### src/rtl/e203_fpu_fcmp_pkg.sv
// Shared encodings and constants for the FPU single-precision compare path.
package e203_fpu_fcmp_pkg;

    typedef enum logic [1:0] {
        FCMP_FEQ = 2'b00,
        FCMP_FLT = 2'b01,
        FCMP_FLE = 2'b10,
        FCMP_RSV = 2'b11
    } fcmp_op_e;

    localparam int          FFLAG_NV = 4;
    localparam logic [7:0]  EXP_ALL1 = 8'hFF;
    localparam logic [31:0] QNAN     = 32'h7FC00000;

endpackage

### src/rtl/e203_exu_fpu_fcmp_core.sv
// Combinational IEEE-754 single compare: equality, signed-magnitude ordering, NaN classes.
module e203_exu_fpu_fcmp_core
    import e203_fpu_fcmp_pkg::*;
(
    input  logic [31:0] a,
    input  logic [31:0] b,
    output logic        eq,
    output logic        lt,
    output logic        a_nan,
    output logic        b_nan,
    output logic        a_snan,
    output logic        b_snan
);

    logic both_zero;
    logic mag_lt;
    logic mag_gt;

    always_comb begin
        a_nan     = (a[30:23] == EXP_ALL1) && (a[22:0] != 23'd0);
        b_nan     = (b[30:23] == EXP_ALL1) && (b[22:0] != 23'd0);
        a_snan    = a_nan && !a[22];
        b_snan    = b_nan && !b[22];
        both_zero = ((a[30:0] | b[30:0]) == 31'd0);
        eq        = (a == b) || both_zero;
        mag_lt    = (a[30:0] < b[30:0]);
        mag_gt    = (a[30:0] > b[30:0]);
        // Negative operands order by reversed magnitude; -0 vs +0 is not "less".
        case ({a[31], b[31]})
            2'b00:   lt = mag_lt;
            2'b11:   lt = mag_gt;
            2'b10:   lt = !both_zero;
            default: lt = 1'b0;
        endcase
    end

endmodule

### src/rtl/e203_exu_fpu_fcmp_ctrl.sv
// Compare sequencer: one issue stage feeding the compare core, credit-controlled result FIFO.
module e203_exu_fpu_fcmp_ctrl
    import e203_fpu_fcmp_pkg::*;
#(
    parameter int ITAG_W = 4,
    parameter int DEPTH  = 3
) (
    input  logic              clk,
    input  logic              rst_n,
    input  logic              flush,
    input  logic              i_valid,
    output logic              i_ready,
    input  logic [1:0]        i_op,
    input  logic [31:0]       i_rs1,
    input  logic [31:0]       i_rs2,
    input  logic [ITAG_W-1:0] i_itag,
    output logic              o_valid,
    input  logic              o_ready,
    output logic [31:0]       o_wbck_wdat,
    output logic [4:0]        o_fflags,
    output logic [ITAG_W-1:0] o_itag,
    output logic              o_busy
);

    localparam int PTR_W = (DEPTH > 1) ? $clog2(DEPTH) : 1;
    localparam int CNT_W = $clog2(DEPTH + 1);

    logic              s1_vld_q,  s1_vld_d;
    logic [1:0]        s1_op_q,   s1_op_d;
    logic [31:0]       s1_rs1_q,  s1_rs1_d;
    logic [31:0]       s1_rs2_q,  s1_rs2_d;
    logic [ITAG_W-1:0] s1_itag_q, s1_itag_d;

    logic              res_mem_q  [DEPTH];
    logic              res_mem_d  [DEPTH];
    logic              nv_mem_q   [DEPTH];
    logic              nv_mem_d   [DEPTH];
    logic [ITAG_W-1:0] itag_mem_q [DEPTH];
    logic [ITAG_W-1:0] itag_mem_d [DEPTH];
    logic [PTR_W-1:0]  wptr_q, wptr_d;
    logic [PTR_W-1:0]  rptr_q, rptr_d;
    logic [CNT_W-1:0]  cnt_q,  cnt_d;

    logic [CNT_W:0]    credit_sum;
    logic              i_fire;
    logic              wr_en;
    logic              rd_en;
    logic              eq, lt, a_nan, b_nan, a_snan, b_snan;
    logic              any_nan;
    logic              s1_res;
    logic              s1_nv;

    function automatic logic [PTR_W-1:0] ptr_inc(input logic [PTR_W-1:0] p);
        return (p == PTR_W'(DEPTH - 1)) ? '0 : p + PTR_W'(1);
    endfunction

    e203_exu_fpu_fcmp_core u_core (
        .a      (s1_rs1_q),
        .b      (s1_rs2_q),
        .eq     (eq),
        .lt     (lt),
        .a_nan  (a_nan),
        .b_nan  (b_nan),
        .a_snan (a_snan),
        .b_snan (b_snan)
    );

    // Result and invalid flag selection for the op sitting in S1.
    always_comb begin
        any_nan = a_nan | b_nan;
        s1_res  = 1'b0;
        s1_nv   = 1'b0;
        case (s1_op_q)
            FCMP_FEQ: begin
                s1_res = !any_nan && eq;
                s1_nv  = a_snan | b_snan;
            end
            FCMP_FLT: begin
                s1_res = !any_nan && lt;
                s1_nv  = any_nan;
            end
            FCMP_FLE: begin
                s1_res = !any_nan && (lt || eq);
                s1_nv  = any_nan;
            end
            default: begin
                s1_res = 1'b0;
                s1_nv  = 1'b0;
            end
        endcase
    end

    // Credits count both FIFO entries and the S1 op, so S1 can always drain.
    always_comb begin
        credit_sum = {1'b0, cnt_q} + {{CNT_W{1'b0}}, s1_vld_q};
        i_ready    = !flush && (credit_sum < (CNT_W + 1)'(DEPTH));
        i_fire     = i_valid && i_ready;
        o_valid    = (cnt_q != '0);
        wr_en      = s1_vld_q && !flush;
        rd_en      = o_valid && o_ready && !flush;
    end

    always_comb begin
        s1_vld_d  = i_fire;
        s1_op_d   = s1_op_q;
        s1_rs1_d  = s1_rs1_q;
        s1_rs2_d  = s1_rs2_q;
        s1_itag_d = s1_itag_q;
        if (i_fire) begin
            s1_op_d   = i_op;
            s1_rs1_d  = i_rs1;
            s1_rs2_d  = i_rs2;
            s1_itag_d = i_itag;
        end
    end

    always_comb begin
        res_mem_d  = res_mem_q;
        nv_mem_d   = nv_mem_q;
        itag_mem_d = itag_mem_q;
        wptr_d     = wptr_q;
        rptr_d     = rptr_q;
        cnt_d      = cnt_q;
        if (flush) begin
            wptr_d = '0;
            rptr_d = '0;
            cnt_d  = '0;
        end else begin
            if (wr_en) begin
                res_mem_d[wptr_q]  = s1_res;
                nv_mem_d[wptr_q]   = s1_nv;
                itag_mem_d[wptr_q] = s1_itag_q;
                wptr_d             = ptr_inc(wptr_q);
            end
            if (rd_en) begin
                rptr_d = ptr_inc(rptr_q);
            end
            case ({wr_en, rd_en})
                2'b10:   cnt_d = cnt_q + CNT_W'(1);
                2'b01:   cnt_d = cnt_q - CNT_W'(1);
                default: cnt_d = cnt_q;
            endcase
        end
    end

    always_ff @(posedge clk or negedge rst_n) begin
        if (!rst_n) begin
            s1_vld_q  <= 1'b0;
            s1_op_q   <= '0;
            s1_rs1_q  <= '0;
            s1_rs2_q  <= '0;
            s1_itag_q <= '0;
            wptr_q    <= '0;
            rptr_q    <= '0;
            cnt_q     <= '0;
            for (int i = 0; i < DEPTH; i++) begin
                res_mem_q[i]  <= 1'b0;
                nv_mem_q[i]   <= 1'b0;
                itag_mem_q[i] <= '0;
            end
        end else begin
            s1_vld_q   <= s1_vld_d;
            s1_op_q    <= s1_op_d;
            s1_rs1_q   <= s1_rs1_d;
            s1_rs2_q   <= s1_rs2_d;
            s1_itag_q  <= s1_itag_d;
            wptr_q     <= wptr_d;
            rptr_q     <= rptr_d;
            cnt_q      <= cnt_d;
            res_mem_q  <= res_mem_d;
            nv_mem_q   <= nv_mem_d;
            itag_mem_q <= itag_mem_d;
        end
    end

    always_comb begin
        o_wbck_wdat           = {31'd0, res_mem_q[rptr_q]};
        o_fflags              = 5'd0;
        o_fflags[FFLAG_NV]    = nv_mem_q[rptr_q];
        o_itag                = itag_mem_q[rptr_q];
        o_busy                = s1_vld_q || o_valid;
    end

endmodule

### config.mk
export PLATFORM = sky130hd
export DESIGN_NAME = e203_exu_fpu_fcmp_ctrl
export DESIGN_NICKNAME = d
export VERILOG_FILES = /design/src/rtl/e203_fpu_fcmp_pkg.sv /design/src/rtl/e203_exu_fpu_fcmp_core.sv /design/src/rtl/e203_exu_fpu_fcmp_ctrl.sv
export SDC_FILE = /design/constraint.sdc
export NUM_CORES = 1
export LEC_CHECK = 0
export CORE_UTILIZATION = 47
export DETAILED_ROUTE_END_ITERATION = 6
export GPL_ROUTABILITY_DRIVEN = 0
export PLACE_DENSITY = 0.73
export SLEW_MARGIN = 40
export SYNTH_ARGS = -nofsm -noshare
export SYNTH_HDL_FRONTEND = slang
export SYNTH_SLANG_ARGS = --single-unit
### constraint.sdc
create_clock -name clk -period 2.1 [get_ports clk]
set_input_delay 0.315 -clock clk [delete_from_list [all_inputs] [get_ports clk]]
set_output_delay 0.315 -clock clk [all_outputs]
set_load 0.01 [all_outputs]
# == Yosys cells after proc, flatten, opt, wreduce, memory -nomap -nowiden ==
# Cells that the tools add are included.
# classes
eq_ne,11
reduce_logical,32
muxes,27
order_cmp,6
n_bitwise,6
add_sub_neg,5
# op_table
operator,count
23-bit nonzero test,2
32-bit equality test,1
31-bit > comparator,1
31-bit zero test,1
31-bit less-than comparator,1
31-bit OR,1
8-bit equality test (second input constant),2
2-bit two-way mux,7
1-bit logical AND,13
12-bit bitwise mux,1
2-bit equality test (second input constant),6
4-bit two-way mux,3
4-bit binary-select mux with 2-bit select,1
4-bit demux with 2-bit select,1
2-bit by 1-bit adder with 2-bit output (second input constant),3
3-bit bitwise mux,2
3-bit >= comparator (second input constant),2
2-bit inverter with 3-bit output,2
1-bit one-hot mux with 3 select lines,2
2-bit nonzero test,3
1-bit zero test,5
1-bit two-way mux,5
1-bit binary-select mux with 2-bit select,2
2-bit by 1-bit equality test with 1-bit output (second input constant),2
other kinds (14),18
# totals
reg_bits,95
elab_cells,104
out_inout_bits,44

# == Logic depth before layout (Yosys ltp) ==
# Gate-level depths: netlist of the first run.
# logic_depth
word_depth,8
mapped_depth,9

# == Modules after synthesis ==
# From an unflattened synthesis of the first run, not the netlist that was laid out.
# hier_totals
hier_cells,532
hier_area_um2,6110.9
# modules_own_cells
module,cells_per_inst,seq_area_each_um2,area_each_um2,instances
e203_exu_fpu_fcmp_ctrl,305,2377.3,4494.3,1
e203_exu_fpu_fcmp_core,227,0.0,1616.6,1

# == Worst setup path before layout of the first run ==
# OpenSTA, ideal clock, no wires.
# synth_path
kind,reg2reg
from,reg cnt_q[0]
to,reg s1_rs2_q[3]
path_stages_with_launch,10
setup_ns,0.083
path_buffers,2
required_time_ns,2.017
arrival_ns,2.131
period_less_slack_ns,2.214
path_slack_ns,-0.114
path_cell_list,dfrtp_1 > ha_1 > ha_1 > a211oi_1 > nand2_1 > inv_1 > buf_2 > buf_2 > nand2_1 > o21ai_0
# synth_via
elab_chain_len,4
# synth_rtl
item,line_no,source
from (decl),e203_exu_fpu_fcmp_ctrl.sv:42,"logic [CNT_W-1:0] cnt_q, cnt_d;"
from (signal assigned),e203_exu_fpu_fcmp_ctrl.sv:169,cnt_q <= cnt_d;
2-bit by 1-bit adder with 3-bit output,e203_exu_fpu_fcmp_ctrl.sv:95,"credit_sum = {1'b0, cnt_q} + {{CNT_W{1'b0}}, s1_vld_q};"
3-bit by 2-bit less-than comparator with 1-bit output,e203_exu_fpu_fcmp_ctrl.sv:96,i_ready = !flush && (credit_sum < (CNT_W + 1)'(DEPTH));
1-bit logical AND,e203_exu_fpu_fcmp_ctrl.sv:96,
named net i_ready,e203_exu_fpu_fcmp_ctrl.sv:12,"output logic i_ready,"
1-bit logical AND,e203_exu_fpu_fcmp_ctrl.sv:97,i_fire = i_valid && i_ready;
to (signal assigned),e203_exu_fpu_fcmp_ctrl.sv:165,s1_rs2_q <= s1_rs2_d;
to (decl),e203_exu_fpu_fcmp_ctrl.sv:31,"logic [31:0] s1_rs2_q, s1_rs2_d;"
# The timed path passes the listed nets, and every way through them passes these cells.
# A chain may end at the register's enable or synchronous reset.

# == Final worst setup path of the first run ==
# layout_path
from,reg s1_rs2_q[16]
to,reg res_mem_q[1] (netlist name)
# layout_via
elab_chain_len,8
# layout_rtl
item,line_no,source
"parallel branches: the longest is 6 deep, another holds 31-bit > comparator",n/a,
1-bit one-hot mux with 3 select lines (*),e203_exu_fpu_fcmp_ctrl.sv:73,case (s1_op_q)
3-bit bitwise mux (*),e203_exu_fpu_fcmp_ctrl.sv:130,res_mem_d[wptr_q] = s1_res;
to (signal assigned),e203_exu_fpu_fcmp_ctrl.sv:170,res_mem_q <= res_mem_d;
to (decl),e203_exu_fpu_fcmp_ctrl.sv:34,logic res_mem_q [DEPTH];
# Mark *: on every way between the ends.

==> impl_metrics.ini, run 1 <==
[detailed_routing]
wl_per_cell_microns = 15.9
wirelength_mm = 15.9
vias_per_cell = 5.19
drtAntennaViolNets = 0
drc_errors = 7
dr_total_vias = 5170
drt_iter0_markers = 366
dr.pass1.iters = 7

[layout]
fillerInstances = 840
syn2layout_area_growth_pct = 43.0
stdcell_area_sq_um = 8180
layout-drive-gt1-share_pct = 24.0
post-route-util_pct = 70.2
nNetsFinal = 997
insertedDiodeCount = 0

[yosys]
synth_cells = 638
synth_top_area_share_pct = 41.5
netlist_area_sq_um = 5720
ys_ff_latch = 95
synth_ff_type = dfrtp_1
synth_area_leaders = dfrtp_1, ha_1, nand2_1
synth_edf_count = 0
synthDistinctLibCells = 46
synth_area_per_cell_sq_um = 8.97
yosysSeqAreaShare_pct = 41.5
yosys.area.top_type = dfrtp_1
synth_warnings = 0
async_flop_share_pct = 100

[clock_tree]
h-tree-depth = 3
cts_sinks = 95
root_buffer = clkbuf_16
clk_pin_slew_ps = 70
cts_buffers = 9
cts_tree = done
clk_path_buf_depth = 2
clk_latency_ps = 350

[global_route]
overflow = 0
grt_pass1_vias = 5261
grt_util_all_layers_pct = 25.3
grt_antenna_before_repair = 0
grt_pass1_wl_mm = 24.9
grt_max_degree = 67

[run]
drv_cap = 0

[placed_design]
post-dp-hpwl_mm = 11.3
place_area_sq_um = 7550
pre_cts_slack_ps = -298
port_buffers = 83

[sta]
min_period_ps = 2480
clock.fmax_ghz = 0.404
finalSetupViolations = 3
fin_skew_ps = 5.14
rsz0062_at_grt = true
finalHoldViolations = 0
worstMarginPinSlew_ps = 505
max-slew-margin-rel_pct = 66.0
worst_slack_ps = -377
min_period_over_period_pct = 118
finalMaxSlewViolations = 0

[critical_path]
critPathMaxFanout = 3
worst_setup_path_end_kind = flop
start_kind = flop
critPathArrivalTime_ps = 2750
cp_data_required_time_ps = 2380
path_class = reg2reg

[status]
violations = design-rule violations, negative setup slack
status = complete, but fails checks

[die]
die_w_microns = 112
rows = 39
io_pins = 119
dieArea_sq_um = 12600
core_area_sq_um = 11700
die_y_microns = 112
start_util_pct = 49.1

[pwr]
ir_drop_v = 0.000444
leakagePower_nw = 3.92
p_per_area_nw_per_um2 = 733

[min_path]
hold_path.class = in2async
[final cells by class]
class / instances / area, sq um / area share, %
Timing Repair Buffer: 219 / 1920 / 23.5
Clock inverter: 6 / 61.3 / 0.749
Multi-Input combinational cell: 447 / 3120 / 38.1
Clock buffer: 10 / 229 / 2.80
Tap cell: 143 / 179 / 2.19
Sequential cell: 95 / 2380 / 29.1
Inverter: 77 / 290 / 3.55
[path summary, 6_finish.rpt]
path | slack (ps) | from | to | cells past startpoint
max | -380 | s1_rs2_q[16] | res_mem_q[1] | 8
min reg2reg | 480 | itag_mem_q[7] | itag_mem_q[7] | 2
max reg2reg | -380 | s1_rs2_q[16] | res_mem_q[1] | 8
max in group asynchronous | 970 | rst_n | s1_rs2_q[10] | 3
min | 430 | rst_n | cnt_q[1] | 2
min in group clk | 480 | itag_mem_q[7] | itag_mem_q[7] | 2
[metrics by stage]
step | cells | total power [mW] | hold WS (ps) | setup TNS, ps
floorplan | 672 | 3.12 | 19.4 | -59.9
global placement | 971 | 3.98 | 263 | -582
detailed placement | 971 | 4.06 | 273 | -850
CTS | 992 | 5.86 | 444 | -969
global route | 997 | 6.31 | 462 | -1120
finish | 997 | 6.00 | 428 | -1120
[registers in the layout (all words and copies together), names as in the netlist, 3 cells and up]
register / cells
s1_rs1_q: 32
nv_mem_q: 3
res_mem_q: 3
s1_rs2_q: 32
s1_itag_q: 4
itag_mem_q: 12
[where the power goes]
part	switching, mW	internal, mW
combinational	1.01	1.08
sequential	0.178	2.09
clock	0.720	0.919
[kinds of logic (layout without fill, tap and decap cells)]
kind of cell	count (synthesis)	in the layout	synth area share, %
and+or+nand+nor	205	205	16.9
buffers and inverters	130	312	11.0
AOI/OAI and AO/OA	121	121	12.2
DFF	95	95	41.5
adders and majority gates	73	73	16.0
muxes	12	12	2.21
other	1	35	0.0655
xor gates and xnor gates	1	1	0.153
[cells in the mapped netlist (3+ instances only)]
library cell	number
nor2_1	16
dfrtp_1	95
nor3_1	7
nand2_1	119
buf_2	8
a21oi_1	10
nor4_2	4
ha_1	73
nand4_1	15
buf_4	35
nand3_1	4
mux2_2	5
nor4_1	15
o21ai_1	3
inv_1	77
o21ai_0	82
or3_1	5
a221oi_1	3
and2_1	3
a31oi_1	3
nor2b_1	8
mux2i_1	7
clkbuf_1	10
[cells in the final DEF, fill, tap and decap left out, types with 2 or more instances in the layout]
cell type	synthesis	routed
and2_1	3	3
a21oi_1	10	9
dfrtp_1	95	94
a221oi_1	3	2
ha_1	73	60
nor2b_1	8	8
o311a_1	2	2
ha_4	0	12
clkbuf_16	0	10
mux2_2	5	5
nor3b_1	2	2
o21ai_1	3	6
nand3_1	4	4
o21a_1	2	2
clkdlybuf4s50_1	0	77
nor4_4	0	6
o21ai_0	82	79
buf_12	0	4
nor3_1	7	7
inv_1	77	60
o31a_1	2	2
nand4_1	15	15
conb_1	1	35
inv_2	0	16
clkinv_2	0	4
nand2b_1	2	2
nor4_2	4	4
dlymetal6s2s_1	0	4
a31oi_1	3	3
nor2_1	16	16
nand2_1	119	119
nor4_1	15	9
buf_4	35	131
nand3b_1	2	2
or3_1	5	5
mux2i_1	7	7
[critical path, stage by stage (launching register included)]
cell,delay (ps)
dfrtp_1,380
inv_1,70
ha_1,300
or4_4,510
buf_4,170
nor4_1,460
o32a_1,310
a31oi_1,100
o21ai_1,100
[metal layers]
layer | wire, microns | part of all wire [%] | up-vias | global-route usage [%]
met4 | 529 | 3.3 | 0 | 10.8
li1 | - | - | 2482 | -
met1 | 6530 | 41 | 2463 | 29.8
met3 | 706 | 4.5 | 42 | 3.46
met5 | 0 | 0 | - | 0
met2 | 8080 | 51 | 183 | 46.1
[repair_timing]
action                     in CTS  in global routing
buffers inserted                4                  4
hold buffers                    1                  0
hold endpoints to repair       29                  0
resized for setup              24                 28
gates cloned                    0                  1
pin swaps                      13                 11
setup endpoints to repair      10                 16
Power figures use the tool's default switching activity.
==> run 2, diff against run 1 <==
- CORE_UTILIZATION: 47 -> 55
- DONT_BUFFER_PORTS: unset -> 1
- PLACE_DENSITY: 0.73 -> 0.69
- SLEW_MARGIN: 40 -> 20
==> run 2 against run 1 <==
Against the previous run: largest power group unchanged; clock power shrank 26%; die area decreased by 14%; maximum frequency up 4.2%; largest cell class unchanged; the run ends with negative hold slack, negative setup slack left.
==> impl_metrics.ini, run 2 (synthesis gave the netlist of run 1 again) <==
[die]
rows = 36
start_util_pct = 57.7
die_w_microns = 104
dieArea_sq_um = 10800
core_area_sq_um = 9910
die_y_microns = 104
io_pins = 119

[detailed_routing]
drc_errors = 0
wirelength_mm = 14.3
drt_iter0_markers = 290
dr_total_vias = 4771
dr.pass1.iters = 7
vias_per_cell = 5.26
drtAntennaViolNets = 0
wl_per_cell_microns = 15.8

[clock_tree]
clk_pin_slew_ps = 100
cts_buffers = 9
holdBufCountCts = 1
clk_latency_ps = 380
root_buffer = clkbuf_8
clk_path_buf_depth = 2
cts_sinks = 95
h-tree-depth = 3
cts_tree = done

[pwr]
finalPower_mw = 5.32
ir_drop_v = 0.000385
leakagePower_nw = 3.53
p_per_area_nw_per_um2 = 733

[layout]
top_regs = s1_rs1_q x32, s1_rs2_q x32, itag_mem_q x12
syn2layout_area_growth_pct = 26.8
mostFrequentLayoutCell = buf_4
layout_common_cells = buf_4, nand2_1, dfrtp_1
fillerInstances = 735
nNetsFinal = 917
layout-drive-gt1-share_pct = 25.1
insertedDiodeCount = 0

[sta]
finalHoldViolations = 95
whs_ps = -375
finalMaxSlewViolations = 0
rsz0062_at_grt = true
fin_skew_ps = 12.8
worst_slack_ps = -277
clock.fmax_ghz = 0.421
max-slew-margin-rel_pct = 53.7
min_period_over_period_pct = 113
min_period_ps = 2380
finalSetupViolations = 3
worstMarginPinSlew_ps = 690

[global_route]
grt_pass1_vias = 4813
grt_util_all_layers_pct = 26.8
grt_pass1_wl_mm = 22.8
overflow = 0
grt_max_degree = 96
grt_antenna_before_repair = 0

[placed_design]
pre_cts_slack_ps = -322
port_buffers = 0
post-dp-hpwl_mm = 10.4

[critical_path]
critPathArrivalTime_ps = 2640
path_class = reg2reg
critPathMaxFanout = 3
start_kind = flop
worst_setup_path_end_kind = flop
cp_data_required_time_ps = 2360

[status]
violations = negative hold slack, negative setup slack
status = complete, but fails checks

[min_path]
hold_path.class = in2async

[run]
drv_cap = 0
-- run 2: stage by stage --
stage / setup TNS (ps) / area (sq um) / utilization (%) / instances
global route: -1120 / 7250 / 73.2 / 907
CTS: -726 / 6970 / 70.4 / 900
detailed placement: -900 / 6710 / 67.7 / 880
finish: -765 / 7250 / 73.2 / 907
global placement: -655 / 6710 / 67.7 / 880
floorplan: -59.9 / 5880 / - / 672
-- run 2: what timing repair did --
action	in CTS	in global routing
endpoints found under the hold margin	100	95
setup endpoints to repair	7	16
cloned	0	1
gates resized for setup	6	29
pin swaps	7	21
buffers inserted	3	6
-- run 2: final timing paths --
path                               start       endpoint  slack (ps)  cells past startpoint
setup / recovery             s1_rs2_q[9]   res_mem_q[1]        -280                      9
hold / removal                     rst_n     s1_op_q[0]        -380                      0
setup reg to reg             s1_rs2_q[9]   res_mem_q[1]        -280                      9
hold reg to reg            itag_mem_q[5]  itag_mem_q[5]         490                      2
max in group asynchronous          rst_n   s1_rs2_q[20]        2330                      0
min in group clk                   flush       cnt_q[1]          10                      1
-- run 2: critical path, cell delays in order, from the launching register on --
cell and delay [ps]:
dfrtp_1 420, inv_2 90, ha_4 210, nor4_4 260, buf_4 150, nand4_1 140, o31a_1 380, o311a_1 150
a311oi_4 330, o21ai_1 130
-- run 2: report_power, final --
part           internal [mW]  switching, mW  leakage, nW
Clock                  0.565          0.657        0.102
Sequential              2.08          0.169         1.19
Combinational          0.931          0.909         2.23
Total                   3.58           1.74         3.53
-- run 2: final cells by class --
cell class	count	area [sq um]	area share, %
multi-input cells	447	3100	42.7
inverters	77	292	4.02
clock buffers	13	179	2.47
flip-flops and latches	95	2380	32.8
well taps	133	166	2.29
repair buffers	139	1110	15.4
clock inverters	3	25.0	0.345
-- run 2: layer usage --
layer / part of all wire [%] / vias up / global-route usage (%)
li1: - / 2316 / -
met1: 43 / 2267 / 33.2
met2: 50 / 152 / 45.1
met3: 4.5 / 36 / 4.20
met4: 3.2 / 0 / 14.2
met5: 0 / - / 0
